$ cat config.mk
export PLATFORM = sky130hd
export DESIGN_NAME = hazard_pipe_chain_flat
export DESIGN_NICKNAME = d
export VERILOG_FILES = /design/src/rtl/hazard_pipe_chain_if.sv /design/src/rtl/hazard_pipe_chain.sv /design/src/flat_wrapper.sv
export SDC_FILE = /design/constraint.sdc
export NUM_CORES = 1
export LEC_CHECK = 0
export CAP_MARGIN = 0
export CORE_AREA = 4 4 41 43
export CTS_CLUSTER_SIZE = 40
export DETAILED_ROUTE_END_ITERATION = 6
export DIE_AREA = 0 0 45 47
export SYNTH_ARGS = -nofsm -noshare
export SYNTH_HDL_FRONTEND = slang
export SYNTH_SLANG_ARGS = --single-unit
export TNS_END_PERCENT = 50
$ cat constraint.sdc
create_clock -name clk -period 0.94 [get_ports clk]
set_input_delay 0.188 -clock clk [delete_from_list [all_inputs] [get_ports clk]]
set_output_delay 0.188 -clock clk [all_outputs]
set_load 0.05 [all_outputs]
$ cat src/rtl/hazard_pipe_chain_if.sv
// ----------------------------------------------------------------------------
// hazard_pipe_chain_if
// Bundle of the control and status signals of hazard_pipe_chain.
//   master : the pipeline control side. It drives stall, flush, in_valid and
//            in_flags, and reads the status signals.
//   slave  : the flag chain itself. It reads the controls and drives
//            stage_valid, stage_flags, out_valid, out_flags, pending and
//            occupancy.
// Handshake: in_valid qualifies in_flags, and the entry is taken on any
// rising edge with stall=0. out_valid qualifies out_flags. The oldest entry
// leaves on the next unstalled edge whether or not anyone reads it. There is
// no ready signal, so neither side can push back on the other.
// ----------------------------------------------------------------------------
interface hazard_pipe_chain_if #(
   parameter int WIDTH = 1,
   parameter int DEPTH = 2
);
   localparam int OCC_W = $clog2(DEPTH + 1);

   logic                         stall;
   logic [DEPTH-1:0]             flush;
   logic                         in_valid;
   logic [WIDTH-1:0]             in_flags;
   logic [DEPTH-1:0]             stage_valid;
   logic [DEPTH-1:0][WIDTH-1:0]  stage_flags;
   logic                         out_valid;
   logic [WIDTH-1:0]             out_flags;
   logic [WIDTH-1:0]             pending;
   logic [OCC_W-1:0]             occupancy;

   modport master (
      output stall, flush, in_valid, in_flags,
      input  stage_valid, stage_flags, out_valid, out_flags, pending, occupancy
   );

   modport slave (
      input  stall, flush, in_valid, in_flags,
      output stage_valid, stage_flags, out_valid, out_flags, pending, occupancy
   );
endinterface

$ cat src/rtl/hazard_pipe_chain.sv
// ----------------------------------------------------------------------------
// hazard_pipe_chain
// Carries WIDTH hazard/control flags through DEPTH pipeline stages. Stage 0
// is the youngest stage and stage DEPTH-1 is the oldest. The chain has a
// global stall and a flush for each stage. It also gives combinational
// status for all in-flight stages together: pending is the OR of the flags
// of every valid stage, and occupancy is the number of valid stages.
// Ports:
//   clk    : pipeline clock, rising edge
//   rst_n  : asynchronous, active-low reset (clears every stage to a bubble)
//   bus    : hazard_pipe_chain_if.slave
//            inputs  : stall, flush[DEPTH], in_valid, in_flags[WIDTH]
//            outputs : stage_valid[DEPTH], stage_flags[DEPTH*WIDTH],
//                      out_valid, out_flags, pending, occupancy
// ----------------------------------------------------------------------------
module hazard_pipe_chain #(
   parameter int WIDTH = 1,
   parameter int DEPTH = 2
) (
   input  logic                clk,
   input  logic                rst_n,
   hazard_pipe_chain_if.slave  bus
);
   localparam int OCC_W = $clog2(DEPTH + 1);

   // An empty slot (a bubble) is valid=0 with flags=0. Every write below
   // keeps that pairing, so the flags of an invalid stage are always zero.
   logic [DEPTH-1:0]            valid_q, valid_d;
   logic [DEPTH-1:0][WIDTH-1:0] flags_q, flags_d;
   logic [WIDTH-1:0]            pend;
   logic [OCC_W-1:0]            occ;

   always_comb begin
      valid_d = valid_q;
      flags_d = flags_q;
      if (bus.stall) begin
         // While stalled, a flush still kills the entry it names. Every
         // other stage keeps its entry.
         for (int i = 0; i < DEPTH; i++) begin
            if (bus.flush[i]) begin
               valid_d[i] = 1'b0;
               flags_d[i] = '0;
            end
         end
      end else begin
         valid_d[0] = bus.in_valid;
         flags_d[0] = bus.in_valid ? bus.in_flags : '0;
         // A flushed stage still takes its upstream value. The flush only
         // stops the killed entry from moving on to the next stage.
         for (int i = 1; i < DEPTH; i++) begin
            if (bus.flush[i-1]) begin
               valid_d[i] = 1'b0;
               flags_d[i] = '0;
            end else begin
               valid_d[i] = valid_q[i-1];
               flags_d[i] = flags_q[i-1];
            end
         end
      end
   end

   always_ff @(posedge clk or negedge rst_n) begin
      if (!rst_n) begin
         valid_q <= '0;
         flags_q <= '0;
      end else begin
         valid_q <= valid_d;
         flags_q <= flags_d;
      end
   end

   // The status outputs come straight from the stage registers, so they
   // describe the current cycle with no added latency.
   always_comb begin
      pend = '0;
      occ  = '0;
      for (int i = 0; i < DEPTH; i++) begin
         if (valid_q[i]) begin
            pend = pend | flags_q[i];
            occ  = occ + OCC_W'(1);
         end
      end
   end

   assign bus.stage_valid = valid_q;
   assign bus.stage_flags = flags_q;
   assign bus.out_valid   = valid_q[DEPTH-1];
   assign bus.out_flags   = flags_q[DEPTH-1];
   assign bus.pending     = pend;
   assign bus.occupancy   = occ;
endmodule

$ cat src/flat_wrapper.sv
// flat-port wrapper written by rule: the top's interface ports become plain ports
module hazard_pipe_chain_flat 
#(
   parameter int WIDTH = 1,
   parameter int DEPTH = 2
)
  (clk, rst_n, bus_stall, bus_flush, bus_in_valid, bus_in_flags, bus_stage_valid, bus_stage_flags, bus_out_valid, bus_out_flags, bus_pending, bus_occupancy);
  hazard_pipe_chain_if #(.WIDTH(WIDTH), .DEPTH(DEPTH)) bus_i ();
  input  logic clk;
  input  logic rst_n;
  input wire logic [$bits(bus_i.stall)-1:0] bus_stall;
  input wire logic [$bits(bus_i.flush)-1:0] bus_flush;
  input wire logic [$bits(bus_i.in_valid)-1:0] bus_in_valid;
  input wire logic [$bits(bus_i.in_flags)-1:0] bus_in_flags;
  output wire logic [$bits(bus_i.stage_valid)-1:0] bus_stage_valid;
  output wire logic [$bits(bus_i.stage_flags)-1:0] bus_stage_flags;
  output wire logic [$bits(bus_i.out_valid)-1:0] bus_out_valid;
  output wire logic [$bits(bus_i.out_flags)-1:0] bus_out_flags;
  output wire logic [$bits(bus_i.pending)-1:0] bus_pending;
  output wire logic [$bits(bus_i.occupancy)-1:0] bus_occupancy;
  assign bus_i.stall = bus_stall;
  assign bus_i.flush = bus_flush;
  assign bus_i.in_valid = bus_in_valid;
  assign bus_i.in_flags = bus_in_flags;
  assign bus_stage_valid = bus_i.stage_valid;
  assign bus_stage_flags = bus_i.stage_flags;
  assign bus_out_valid = bus_i.out_valid;
  assign bus_out_flags = bus_i.out_flags;
  assign bus_pending = bus_i.pending;
  assign bus_occupancy = bus_i.occupancy;
  hazard_pipe_chain #(.WIDTH(WIDTH), .DEPTH(DEPTH)) u_core (.clk(clk), .rst_n(rst_n), .bus(bus_i));
endmodule
-- After elaboration in Yosys (flattened, before gate mapping)
Cells that the tools add are included.
- register bits after elaboration: 4
- bits of input ports: 7
- logic and storage cells: 17
- output and inout port bits: 9
- bitwise operators: 1
- add/subtract/negate cells: 1
- multiplexer cells: 10
- equal/unequal tests: 1
- operators with widths (kind ; count):
    $mux 1 ; 7
    $mux 2 ; 3
    $add 1x1->2 const B ; 1
    $ne 2x1->1 const B ; 1
    $or 1x1->1 ; 1

-- Logic depth before layout (Yosys ltp)
Gate-level depths: netlist of run 1.
- depth in word-level cells: 3
- gate-level depth with buffers: 3

-- Least setup slack after synthesis of run 1
OpenSTA, ideal clock, no wires.
- kind: register -> output
- start: reg u_core.valid_q[1], in the netlist u_core.bus.stage_valid[1]
- end: out bus_occupancy[0]
- data arrival time: 1223 ps
- cell stages (with the launch flop): 2
- slack: -471 ps
- path buffers: 0
- cells stage by stage: dfrtp_1 -> ha_1
- word-level cells in the longest chain between the ends: 1
- ends and longest elaborated chain (what ; line ; text):
    start: declaration ; hazard_pipe_chain.sv:28 ; logic [DEPTH-1:0] valid_q, valid_d;
    start signal: assignment ; hazard_pipe_chain.sv:67 ; valid_q <= valid_d;
    $mux 2 ; hazard_pipe_chain.sv:78 ; if (valid_q[i]) begin
    end: declaration ; flat_wrapper.sv:20 ; output wire logic [$bits(bus_i.occupancy)-1:0] bus_occupancy;
No other way between the ends.

-- Final worst setup path of run 1
- start: reg u_core.valid_q[0], in the netlist u_core.bus.stage_valid[0]
- end: out bus_occupancy[0]
- word-level cells in the longest chain between the ends: 3
- ends and longest elaborated chain (what ; line ; text):
    $mux 1 * ; hazard_pipe_chain.sv:78 ;
    $add 1x1->2 ; hazard_pipe_chain.sv:80 ; occ = occ + OCC_W'(1);
    $mux 2 * ; hazard_pipe_chain.sv:78 ;
Mark *: on every way between the ends. The rest lies on a longest branch, timed or not.

==> results of run 1 <==
Yosys cell counts:
master / number / area [um^2]
o21ai_1: 1 / 5.00
a22o_1: 1 / 8.76
o22ai_1: 1 / 6.26
dfrtp_1: 4 / 100
ha_1: 1 / 12.5
buf_4: 3 / 22.5
inv_1: 2 / 7.51
mux2i_1: 1 / 10.0
nand3b_1: 1 / 7.51
o32ai_2: 1 / 16.3
nand2_1: 3 / 11.3
nand2b_1: 1 / 6.26
power breakdown:
group | internal [mW] | switching (mW)
combinational | 0.141 | 0.125
sequential | 0.184 | 0.0133
clock | 0.143 | 0.0693
registers in the layout, summed over array words and instances (netlist names):
| signal | cells |
|---|---|
| u_core.bus.out_flags | 1 |
| u_core.bus.stage_valid | 2 |
| u_core.bus.stage_flags | 1 |
metrics by stage:
stage,power (mW),cells,util [%],hold slack [ps]
after floorplan,0.323,20,-,-108
after global placement,0.452,51,37.4,405
after detailed placement,0.454,51,37.4,414
after CTS,0.688,55,41.4,162
after global routing,0.709,55,41.7,167
final,0.676,55,41.7,163
timing repair:
item	CTS	global route
pin swaps	2	1
setup buffers	1	0
gates resized for setup	5	1
setup endpoints to repair	9	9
cells by family after synthesis:
logic type / count (synthesis) / synth area share (%)
DFF: 4 / 46.8
buffers and inverters: 5 / 14.0
adders and majority gates: 1 / 5.85
and+or+nand+nor: 5 / 11.7
muxes: 1 / 4.68
AOI/OAI and AO/OA: 4 / 17.0
layout by cell type, fill, tap and decap left out:
master,netlist,final
a22o_4,0,1
buf_12,0,8
buf_4,3,2
buf_6,0,3
buf_8,0,1
clkbuf_4,0,3
clkdlybuf4s50_1,0,6
dfrtp_2,0,4
ha_4,0,1
inv_1,2,2
mux2i_1,1,1
nand2_1,3,3
nand2b_1,1,1
nand3b_1,1,1
o21ai_1,1,1
o22ai_1,1,1
o32ai_2,1,1
cell type report:
cell class | instances | area, um^2
sequential | 4 | 105
inverter | 2 | 7.51
fill | 134 | 758
tap | 15 | 18.8
clock buffer | 3 | 22.5
multi-input combinational | 11 | 105
timing repair buffer | 20 | 284
worst max-delay path: stages, from the launching register on:
cell     delay (ps)
dfrtp_2         430
ha_4            290
buf_12          120
path summary, 6_finish.rpt:
path | from | to | depth (start not counted)
setup / recovery | u_core.bus.stage_valid[0] | bus_occupancy[0] | 2
hold / removal | rst_n | u_core.bus.out_flags | 1
setup reg to reg | u_core.bus.stage_flags[0] | u_core.bus.out_flags | 3
hold reg to reg | u_core.bus.stage_flags[0] | u_core.bus.stage_flags[0] | 3
max in group asynchronous | rst_n | u_core.bus.stage_valid[0] | 1
min in group clk | bus_in_flags | u_core.bus.stage_flags[0] | 3
metal layers:
layer / wire [um] / up-vias
li1: - / 108
met1: 218 / 92
met2: 205 / 18
met3: 96 / 2
met4: 15 / 0
met5: 0 / -
==> results by group, run 1 <==
Outcome
  • Status: finished, violations left
  • Failing checks: setup timing

Timing
  • Least-Margin Pin Slew: 255 ps
  • Max transition margin: 83.0%
  • Final Max Slew Viols: 0
  • Top achievable clock speed: 0.790 GHz
  • Setup_tns: -1990 ps
  • Final count of hold timing violations: 0
  • Final period utilization: 135%
  • Final Skew: 0.0109 ps
  • Setup violators final: 9
  • Fin crit period: 1270 ps
  • RSZ-0062 raised after global routing: yes
  • Setup WS post-layout: -326 ps

Finish
  • Proportion of layout cells with a drive suffix above 1: 60.0%
  • Post-route cell area: 543 um^2
  • Area Growth Syn to Fin: 154%
  • Nets: 50
  • Diodes inserted: 0

GRT
  • First-pass GRT wire length: 855 um
  • Met2 Resource Use GR: 8.76%
  • Met1 usage: 6.42%
  • Total Routing Usage GR: 6.18%
  • Vias in the first global route: 211
  • Grt total ovfl: 0
  • Met3 GRT Util: 2.68%
  • GRT Max-Usage Layer: met2
  • Initial antenna violation count: 0
  • Pin count of the biggest net entering global routing: 8

Detailed routing
  • Vias: 220
  • Via density: 4.00
  • Routed WL: 536 um
  • Initial DRC Count: 1
  • # DRC: 0
  • Drt pass-1 iters: 2
  • Routed Antenna Nets: 0
  • WL/cell: 9.75 um

Synth
  • Syn nets: 28
  • Post-synthesis register bit count: 4
  • Synth Instances: 20
  • Syn Std Cell Area: 214 um^2
  • Synth warn: 0
  • Avg Inst Size Synth: 10.7 um^2
  • Post-synth cell types: 12
  • Sequential area share after synthesis: 46.8%

Floorplan
  • Die area: 0.00212 mm^2
  • I/O pins: 16
  • Cell row count: 13
  • Die width: 45 um
  • Core area: 0.00130 mm^2
  • Initial Util: 16.4%
  • Die height: 47 um

Clock network
  • Later-pin clock latency in the skew report: 230 ps
  • CTS tree: done
  • Hold_buf cts: 0
  • H-tree lvl count: 1
  • Clock buffer depth: 2
  • Root buffer cell: clkbuf_4
  • Clock sinks: 4
  • Worst-path clk slew: 40 ps
  • CTS Buf Count: 3

Setup path
  • Worst Path Max Fanout: 3
  • CP arrival: 1080 ps
  • Critical setup path kind: reg -> out
  • CP startpoint kind: flop
  • Reg-to-reg slack, setup: 80 ps
  • Endpoint type of the worst setup path: primary output
  • WP data required: 750 ps

Place
  • Port buffer count: 15
  • Placer congestion estimate: 0.663
  • Dpl ws: -176 ps
  • Area post-placement: 487 um^2
  • Final HPWL DP: 473 um

Pwr
  • Leak: 0.232 nW
  • Max VDD drop: 603 uV
  • Pwr dens: 1240 mW/mm^2

Min path
  • Hold crit path type: in -> async

Flow run
  • Max cap viols: 0
No activity file was read; power rests on OpenSTA's default activity.
==> run 2, diff against run 1 <==
--- a/config.mk
+++ b/config.mk
@@ -10,6 +10,7 @@
 export CTS_CLUSTER_SIZE = 40
 export DETAILED_ROUTE_END_ITERATION = 6
 export DIE_AREA = 0 0 45 47
+export HOLD_SLACK_MARGIN = 0.15
 export SYNTH_ARGS = -nofsm -noshare
 export SYNTH_HDL_FRONTEND = slang
 export SYNTH_SLANG_ARGS = --single-unit
==> results of run 2 <==
Same layout as run 1: the final DEF is identical, and so are final timing and power.
